<file path="src/rtl/rr_dist_pkg.sv">
// Shared constants and the skip-full channel scan for the round-robin distributor.
package rr_dist_pkg;

    localparam int NUM_CH = 4;
    localparam int CH_W   = 2;

    typedef enum logic [CH_W-1:0] {
        CH_A = 2'd0,
        CH_B = 2'd1,
        CH_C = 2'd2,
        CH_D = 2'd3
    } ch_e;

    // Returns {found, channel}: first non-full channel scanning ptr, ptr+1, ... (mod NUM_CH).
    function automatic logic [CH_W:0] scan_free(input logic [CH_W-1:0] ptr,
                                                input logic [NUM_CH-1:0] full);
        logic [CH_W-1:0] idx;
        logic [CH_W-1:0] sel;
        logic            found;
        found = 1'b0;
        sel   = ptr;
        for (int k = 0; k < NUM_CH; k++) begin
            idx = ptr + CH_W'(k);
            if (!found && !full[idx]) begin
                found = 1'b1;
                sel   = idx;
            end
        end
        return {found, sel};
    endfunction

endpackage

</file>
<file path="src/rtl/rr_fifo_channel.sv">
// One per-channel FIFO with a registered read port; full/empty come from the registered count.
module rr_fifo_channel
    import rr_dist_pkg::*;
#(
    parameter int DATA_W = 8,
    parameter int DEPTH  = 4
) (
    input  logic              clk,
    input  logic              rst_n,
    input  logic              push,
    input  logic [DATA_W-1:0] push_data,
    input  logic              pop,
    output logic [DATA_W-1:0] pop_data,
    output logic              pop_valid,
    output logic              full,
    output logic              empty
);

    localparam int ADDR_W = $clog2(DEPTH);
    localparam int CNT_W  = ADDR_W + 1;

    logic [DATA_W-1:0] r_mem [DEPTH];
    logic [ADDR_W-1:0] r_wr_ptr;
    logic [ADDR_W-1:0] r_rd_ptr;
    logic [CNT_W-1:0]  r_count;
    logic [DATA_W-1:0] r_pop_data;
    logic              r_pop_valid;
    logic              w_push_eff;
    logic              w_pop_eff;

    assign full       = (r_count == CNT_W'(DEPTH));
    assign empty      = (r_count == '0);
    // Flags reflect the pre-edge state: a same-cycle read never frees room for a write and vice versa.
    assign w_push_eff = push && !full;
    assign w_pop_eff  = pop && !empty;

    always_ff @(posedge clk) begin
        if (w_push_eff) begin
            r_mem[r_wr_ptr] <= push_data;
        end
    end

    always_ff @(posedge clk or negedge rst_n) begin
        if (!rst_n) begin
            r_wr_ptr <= '0;
            r_rd_ptr <= '0;
            r_count  <= '0;
        end else begin
            if (w_push_eff) begin
                r_wr_ptr <= r_wr_ptr + ADDR_W'(1);
            end
            if (w_pop_eff) begin
                r_rd_ptr <= r_rd_ptr + ADDR_W'(1);
            end
            case ({w_push_eff, w_pop_eff})
                2'b10:   r_count <= r_count + CNT_W'(1);
                2'b01:   r_count <= r_count - CNT_W'(1);
                default: r_count <= r_count;
            endcase
        end
    end

    always_ff @(posedge clk or negedge rst_n) begin
        if (!rst_n) begin
            r_pop_data  <= '0;
            r_pop_valid <= 1'b0;
        end else if (pop) begin
            r_pop_data  <= w_pop_eff ? r_mem[r_rd_ptr] : '0;
            r_pop_valid <= w_pop_eff;
        end else begin
            r_pop_valid <= 1'b0;
        end
    end

    assign pop_data  = r_pop_data;
    assign pop_valid = r_pop_valid;

endmodule

</file>
<file path="src/rtl/round_robin_fifo_distributor.sv">
// Deals a single write stream round-robin into four channel FIFOs, skipping full channels.
// Handshake: a word is taken whenever wen=1 and ready=1; with ready=0 the word is dropped and error pulses.
module round_robin_fifo_distributor
    import rr_dist_pkg::*;
#(
    parameter int DATA_W = 8,
    parameter int DEPTH  = 4
) (
    input  logic              clk,
    input  logic              rst_n,
    input  logic              wen,
    input  logic [DATA_W-1:0] din,
    input  logic [NUM_CH-1:0] ren,
    output logic [DATA_W-1:0] a,
    output logic [DATA_W-1:0] b,
    output logic [DATA_W-1:0] c,
    output logic [DATA_W-1:0] d,
    output logic [NUM_CH-1:0] valid,
    output logic              ready,
    output logic              error,
    output logic [CH_W-1:0]   dbg_ptr
);

    logic [CH_W-1:0]   r_ptr;
    logic              r_error;
    logic [NUM_CH-1:0] w_full;
    logic [NUM_CH-1:0] w_empty;
    logic [NUM_CH-1:0] w_push;
    logic [NUM_CH-1:0] w_pop_valid;
    logic [DATA_W-1:0] w_pop_data [NUM_CH];
    logic [CH_W:0]     w_scan;
    logic              w_found;
    logic [CH_W-1:0]   w_sel;

    assign w_scan  = scan_free(r_ptr, w_full);
    assign w_found = w_scan[CH_W];
    assign w_sel   = w_scan[CH_W-1:0];

    always_comb begin
        w_push = '0;
        if (wen && w_found) begin
            w_push[w_sel] = 1'b1;
        end
    end

    for (genvar g = 0; g < NUM_CH; g++) begin : g_ch
        rr_fifo_channel #(
            .DATA_W (DATA_W),
            .DEPTH  (DEPTH)
        ) u_ch (
            .clk       (clk),
            .rst_n     (rst_n),
            .push      (w_push[g]),
            .push_data (din),
            .pop       (ren[g]),
            .pop_data  (w_pop_data[g]),
            .pop_valid (w_pop_valid[g]),
            .full      (w_full[g]),
            .empty     (w_empty[g])
        );
    end

    always_ff @(posedge clk or negedge rst_n) begin
        if (!rst_n) begin
            r_ptr   <= CH_A;
            r_error <= 1'b0;
        end else begin
            r_error <= wen && !w_found;
            if (wen && w_found) begin
                r_ptr <= w_sel + CH_W'(1);
            end
        end
    end

    // Only registered counts feed ready, so there is no wen/ren-to-ready path.
    assign ready   = ~&w_full;
    assign error   = r_error;
    assign dbg_ptr = r_ptr;
    assign valid   = w_pop_valid;
    assign a       = w_pop_data[CH_A];
    assign b       = w_pop_data[CH_B];
    assign c       = w_pop_data[CH_C];
    assign d       = w_pop_data[CH_D];

endmodule

</file>
<file path="config.mk">
export PLATFORM = sky130hd
export DESIGN_NAME = round_robin_fifo_distributor
export DESIGN_NICKNAME = d
export VERILOG_FILES = /design/src/rtl/rr_dist_pkg.sv /design/src/rtl/rr_fifo_channel.sv /design/src/rtl/round_robin_fifo_distributor.sv
export SDC_FILE = /design/constraint.sdc
export NUM_CORES = 1
export LEC_CHECK = 0
export CORE_ASPECT_RATIO = 0.75
export CORE_MARGIN = 3
export CORE_UTILIZATION = 35
export CTS_CLUSTER_SIZE = 14
export DETAILED_ROUTE_END_ITERATION = 16
export PLACE_DENSITY = 0.56
export SETUP_SLACK_MARGIN = 0.15
export SYNTH_ARGS = -nofsm -noshare
export SYNTH_HDL_FRONTEND = slang
export SYNTH_HIERARCHICAL = 1
export SYNTH_SLANG_ARGS = --single-unit
</file>
<file path="constraint.sdc">
create_clock -name clk -period 6.65 [get_ports clk]
set_input_delay 1.33 -clock clk [delete_from_list [all_inputs] [get_ports clk]]
set_output_delay 1.33 -clock clk [all_outputs]
set_load 0.01 [all_outputs]
</file>
==> results.md, run 1 <==
- The number of filler cells placed in the layout is 1981.
- The TritonCTS clock tree is built.
- The detail route stage leaves a number of antenna-violating nets equal to 0.
- The count of endpoints failing hold in the final timing report was 0.
- The count of cells in the finished layout, fillers not included, comes to 853.
- The worst pin sits at a relative slew slack of 0.413.
- The clock-pin slew of the registers on the worst-case setup and hold paths is 0.07 ns.
- The area enclosed by the die boundary is 0.0247 mm^2.
- Of the total power, registers draw 0.453.
- STA classifies the critical path startpoint as a register.
- The hold slack is 0.495 ns.
- Entering global routing, the biggest net connects 68 pins.
- For this design, the CTS-stage hold fixing added 0 buffers.
- Summed over all layers, the global routing overflow is 0.
- The via count of the first global-routing pass came to 4187.
- The number of nets at the end of the flow is 589.
- The critical path is of the reg2out type.
- Counting along the longest clock path gives a buffer depth of 2.
- The flow ran to the end, and the final reports show no timing, DRC or antenna violations.
- Across every metal layer, demand over resource in global routing totals 0.128.
- For this design the total switching power over the nets is 1.32 mW.
- 0 antenna diodes ended up in the layout.
- Relative to the synthesized area, the layout overhead comes to 17.1%.
- The internal portion of the total power is 2.84 mW.
- Counting every sink on the clock net gives 195.
- The detailed router finished its first iteration with 267 violations.
- The number of core rows is 47.
- The clock root buffer master is clkbuf_16.
- The switching part of the total is 0.318.
- The cell count after synthesis came out at 485.
- The endpoint kind of the worst setup timing path is an output port.
- Once detailed placement completed, the half-perimeter wirelength came to 10.1 mm.
- The number of I/O port buffers is 54.
- The average vias per placed instance is 4.65.
- Once the clock tree was built, the resizer swapped 0 gates to a different size.
- The count of placed standard cells including taps is 821.
- The power density over cell area is 445 mW/mm^2.
- Dividing the detail-routed wire length by the instance count gives 17.5 um.
- Routability-driven placement finished with a final weighted congestion of 0.737.
- The final sum of negative setup slack is 0 ns.
- The CTS buffer count is 17.
- At the pin with the least slew margin, the transition time is 0.881 ns.
- The total area inside the core boundary comes to 0.0223 mm^2.
- The largest fanout on the critical path is 8.
- The clock tree skew after final layout is 0.0115 ns.
- The fraction of layout instances using a drive strength above 1 is 0.147.
- The ratio of final minimum period to clock period is 0.538.
- Once the clock tree was built, the setup fixing pass inserted 0 buffers.
- The time the worst path needs with I/O delays and setup is 3.58 ns.
- From left edge to right edge, the die measures 181 um.
- The min-delay analysis places its worst path in the category reg2reg.
- The total of warnings raised by yosys is 6.
- For this run, the top clock speed supported by timing is 280 MHz.
- The H-tree was split into 4 levels.
- The vertical die dimension is 137 um.
- The wire length of the first global-routing pass is 23.7 mm.
- The share of the core filled with cells in the final layout is 0.420.
- Setup repair after global routing left no endpoint under its margin.
- Synthesis produced a netlist with a net count of 528.
- For this configuration, the core starts out at a cell density of 0.359.
- The latest clock arrival within the worst-skew pair is 0.43 ns.
- The number of antenna violations at the first check in global routing is 0.
- The routed design has 14.9 mm of wire.
- The via count of the routed design is 3970.
- The mapped cell area is 0.00800 mm^2.
- For the worst setup path, the data arrival time is 2.25 ns.
- The synthesized area divided by synthesized cell count is 16.5 um^2.
- The worst endpoint required time is 5.32 ns.
- Max-cap violations in this run came to 0.
- Of the total power, combinational logic draws 0.317.
- The final-report max-slew violation count is 0.
- The fraction of power consumed by the clock network is 0.230.
- Setup violations remaining at the end of the flow were counted as 0.
- For this design the top-level I/O count stands at 55.
- The overall power of the completed layout is 4.17 mW.
- The DRC violations left is 0.
- The largest voltage drop on the vdd net is 183 uV.
- The analysis attributes to cell leakage a power of 3.54 nW.
- The total iterations of the first detailed-routing run is 4.
stage by stage:
step	worst slack [ns]	instance area [um^2]
after global routing	2.97	9370
after global placement	3.04	8810
after detailed placement	2.92	8810
after floorplan	3.77	8000
after CTS	3.02	9370
final	3.07	9370
registers in the layout (all words and copies together), names as in the netlist:
name / cells
error: 1
g_ch.u_ch/r_rd_ptr: 8
g_ch.u_ch/r_mem: 128
g_ch.u_ch/r_count: 12
dbg_ptr: 2
g_ch.u_ch/r_wr_ptr: 8
g_ch.u_ch/pop_valid: 4
g_ch.u_ch/pop_data: 32
worst max-delay path, cell delays in order, from the launching register on:
cell and delay (ns):
dfrtp_1 0.45, nor3b_4 0.51, nand4_2 0.28, clkdlybuf4s50_1 0.57
power by group through the flow:
| stage | combinational (mW) | sequential [mW] | clock [mW] |
|---|---|---|---|
| 5_1_grt | 1.47 | 1.94 | 1.03 |
| 4_1_cts | 1.35 | 1.90 | 0.983 |
| 2_1_floorplan | 0.943 | 1.82 | 0 |
| 6_report | 1.32 | 1.89 | 0.958 |
| 3_3_place_gp | 1.30 | 1.91 | 0 |
| 3_5_place_dp | 1.34 | 1.93 | 0 |
area by class of cell:
type                            count  area (um^2)  area share
Inverter                           60          225      0.0240
Clock inverter                     10         75.1     0.00801
Timing Repair Buffer               54          538      0.0574
Sequential cell                   195         5520       0.589
Tap cell                          294          368      0.0393
Multi-Input combinational cell    218         2160       0.230
Clock buffer                       22          484      0.0517
worst paths after layout:
kind	startpoint	to	slack, ns	cells after the start
max in group asynchronous	rst_n	g_ch[2].u_ch/r_wr_ptr[0]	5.05	1
worst max-delay path	g_ch[3].u_ch/r_count[0]	ready	3.07	3
worst min-delay path	g_ch[1].u_ch/r_count[2]	g_ch[1].u_ch/r_count[2]	0.49	1
worst min register to register	g_ch[1].u_ch/r_count[2]	g_ch[1].u_ch/r_count[2]	0.49	1
min in group asynchronous	rst_n	g_ch[0].u_ch/r_count[2]	0.99	1
worst max register to register	g_ch[3].u_ch/r_count[0]	g_ch[3].u_ch/r_count[2]	3.27	15
cells in the final DEF, fill, tap and decap left out, types with 4 or more instances in the layout:
cell type / count
ha_1: 24
xnor2_1: 12
dfrtp_1: 67
clkbuf_8: 4
mux4_2: 32
xor2_1: 12
inv_1: 60
edfxtp_1: 128
fa_1: 4
clkdlybuf4s50_1: 53
o21ai_1: 33
and2_1: 16
o21ai_0: 4
o31a_1: 4
nor2_1: 7
nor2b_4: 4
and3_1: 4
clkinv_4: 4
nand2_1: 39
nor3b_4: 4
clkbuf_16: 17
mux2_4: 6
metal layers:
| layer | part of all wire | wire length [um] | vias up | global-route usage |
|---|---|---|---|---|
| li1 | - | - | 1843 | - |
| met1 | 0.49 | 7250 | 2036 | 0.181 |
| met2 | 0.46 | 6900 | 73 | 0.194 |
| met3 | 0.037 | 556 | 18 | 0.0295 |
| met4 | 0.013 | 197 | 0 | 0.0469 |
| met5 | 0 | 0 | - | 0 |
(Power assumes the default switching activity.)
==> run 2: changes to the inputs <==
clock period = 3.7 ns   (was 6.65 ns; I/O delays follow)
==> run 2 against run 1 <==
Net effect: die area is the same; setup slack got worse by 2.6 ns; critical path depth rose by 12; clock power up 99%; hold slack worse by 0.042 ns; core utilization rose by 0.47 points; clock skew down 0.00056 ns; count of clock-buffer cells in the layout did not move; global-route usage increased by 0.26 points; combinational power rose by 79%; cell area is 1.1% higher; register-to-register slack worse by 2.8 ns; highest routed layer unchanged.
==> results.md, run 2 (synthesized netlist as in run 1, its figures left out) <==
- The flow ran to the end, and the final reports show no timing, DRC or antenna violations.
- The number of cells upsized or downsized after cts is 0.
- The largest individual stage delay along the critical path comes from the cell dfrtp_1.
- For this design the static power due to leakage is 3.60 nW.
- The register with the most flip-flops in the layout has 128 of them.
- The clock-pin slew of the registers on the worst-case setup and hold paths is 0.07 ns.
- The area enclosed by the die boundary is 0.0247 mm^2.
- The H-tree was split into 4 levels.
- The worst setup path is launched from a register.
- The region available for standard cell placement spans 0.0223 mm^2.
- Clock latency on the worst-skew pair, taken at its later pin, is 0.42 ns.
- In this run the tightest slew margin relative to its limit is 0.376.
- The critical path goes through nor3b_4 -> nor2b_1 -> a21oi_2 -> o221ai_2 -> inv_1 -> ha_1 -> and3_1 -> nor2b_4 -> inv_1 -> ha_1 -> inv_1 -> fa_1 -> xor2_1 -> nor2_1 -> xor2_1.
- Global routing finished with a remaining overflow of 0.
- Power spread over the standard cell area amounts to 808 mW/mm^2.
- The clock arrives with 0.0110 ns of skew.
- Of the cells placed in the final design, the portion with a size suffix greater than 1 is 0.154.
- The detailed router finished its first iteration with 278 violations.
- At the end of routability-driven placement, the weighted congestion stood at 0.719.
- The most common cell after layout, fill and taps aside is edfxtp_1.
- The cell family with the largest share of critical-path delay is simple AND/OR/NAND/NOR gates.
- The largest fanout on the critical path is 8.
- The final sum of negative setup slack is 0 ns.
- The fmax is 308 MHz.
- The number of I/O port buffers is 54.
- Pin placement for this block handled 55 I/O pins.
- The initial utilization of the core area, before any placement, comes to 0.359.
- The residual antenna-violating net count after detailed routing is 0.
- The number of antenna violations at the first check in global routing was 0.
- The clock tree buffer depth is 2.
- The post-detailed-route wirelength per cell is 17.6 um.
- The number of buffers inserted to repair setup after CTS is 0.
- In the routed layout, each cell is associated on average with a via count of 4.66.
- The HPWL reported at the end of detailed placement is 10.0 mm.
- The path class of the tightest hold or removal check is in2async.
- The most common cell type on the critical path is inv_1.
- The count of maximum capacitance violations is 0.
- The number of buffer and inverter instances along the worst setup path is 3.
- For this run, the slowest stage of the critical path takes 0.44 ns.
- The total wirelength of the detailed-routed design is 15.1 mm.
- The number of nets at the end of the flow is 595.
- Setup violations remaining at the end of the flow were counted as 0.
- The ratio of final minimum period to clock period is 0.877.
- VDD sags by at most 325 uV.
- The clock sink count is 195.
- The largest net degree at the start of global routing is 68.
- The register with the most flip-flops is g_ch.u_ch/r_mem.
- The critical setup path kind is reg2reg.
- The data arrival time of the critical path is 3.58 ns.
- The clock root buffer master is clkbuf_16.
- Leaving out fill and tap cells, the most frequent cells in the layout are 128 x edfxtp_1, 67 x dfrtp_1, 60 x inv_1.
- After layout, the design draws a total of 7.65 mW.
- Compared with the post-synthesis result, the final layout area differs by 18.4%.
- The TritonCTS clock tree is built.
- The total routing resource utilization after global routing is 0.130.
- The routed design could run at a clock period as short as 3.24 ns.
- Setup repair after global routing left no endpoint under its margin.
- Measured along the x axis, the die boundary spans 181 um.
- The endpoint kind of the worst setup timing path is a register.
- The total iterations of the first detailed-routing run is 4.
- The transition time at the pin with the least slew margin is 0.936 ns.
- The count of endpoints failing hold in the final timing report is 0.
- The via count of the first global-routing pass is 4331.
- The final worst setup slack is 0.457 ns.
- The DRC violations left is 0.
- The number of antenna diodes in the final layout is 0.
- The first global-routing pass estimated 24.3 mm of wire.
- The number of core rows is 47.
- The via count of the routed design is 4001.
- The number of hold-repair buffers added at the cts stage is 0.
- Timing analysis after detailed placement gives a worst setup slack of 0.515 ns.
- The worst endpoint required time is 4.04 ns.
- The CTS buffer count is 17.
- The final-report max-slew violation count was 0.
- The filler cells instantiated in the layout total 1969.
- The floorplan step set the die height to 137 um.
==> run 2: per-layer routing <==
layer / global-route usage / up-vias / wire, um
met2: 0.211 / 82 / 7100
met5: 0 / - / 0
li1: - / 1850 / -
met1: 0.177 / 2051 / 7100
met4: 0.0426 / 0 / 210
met3: 0.0284 / 18 / 674
==> run 2: worst paths after layout <==
path	from	to	slack [ns]	cells after the start
min in group clk	g_ch[0].u_ch/r_count[2]	g_ch[0].u_ch/r_count[2]	0.50	1
setup reg to reg	g_ch[3].u_ch/r_count[0]	g_ch[3].u_ch/r_count[2]	0.46	15
hold / removal	rst_n	g_ch[0].u_ch/pop_data[2]	0.45	1
setup / recovery	g_ch[3].u_ch/r_count[0]	g_ch[3].u_ch/r_count[2]	0.46	15
hold reg to reg	g_ch[0].u_ch/r_count[2]	g_ch[0].u_ch/r_count[2]	0.50	1
max in group asynchronous	rst_n	g_ch[1].u_ch/r_wr_ptr[1]	2.63	1
==> run 2: through the flow <==
| stage | utilization | area (um^2) | hold WS (ns) | instances |
|---|---|---|---|---|
| 6_report | 0.425 | 9470 | 0.452 | 859 |
| 5_1_grt | 0.425 | 9470 | 0.521 | 859 |
| 4_1_cts | 0.425 | 9470 | 0.481 | 859 |
| 3_5_place_dp | 0.397 | 8860 | 0.494 | 827 |
| 3_3_place_gp | 0.397 | 8860 | 0.481 | 827 |
| 2_1_floorplan | - | 8000 | 0.444 | 485 |
==> run 2: where the power goes <==
group | switching, mW | internal, mW | leakage (nW)
logic | 1.06 | 1.30 | 1.33
clock network | 0.782 | 1.13 | 0.306
registers | 0.503 | 2.88 | 1.96
total | 2.34 | 5.31 | 3.60
==> run 2: area by class of cell <==
| cell class | count | area [um^2] | share of cell area |
|---|---|---|---|
| Tap cell | 294 | 368 | 0.0388 |
| Inverter | 60 | 225 | 0.0238 |
| Timing Repair Buffer | 60 | 583 | 0.0615 |
| Sequential cell | 195 | 5520 | 0.583 |
| Clock buffer | 22 | 474 | 0.0501 |
| Clock inverter | 10 | 144 | 0.0152 |
| Multi-Input combinational cell | 218 | 2160 | 0.228 |
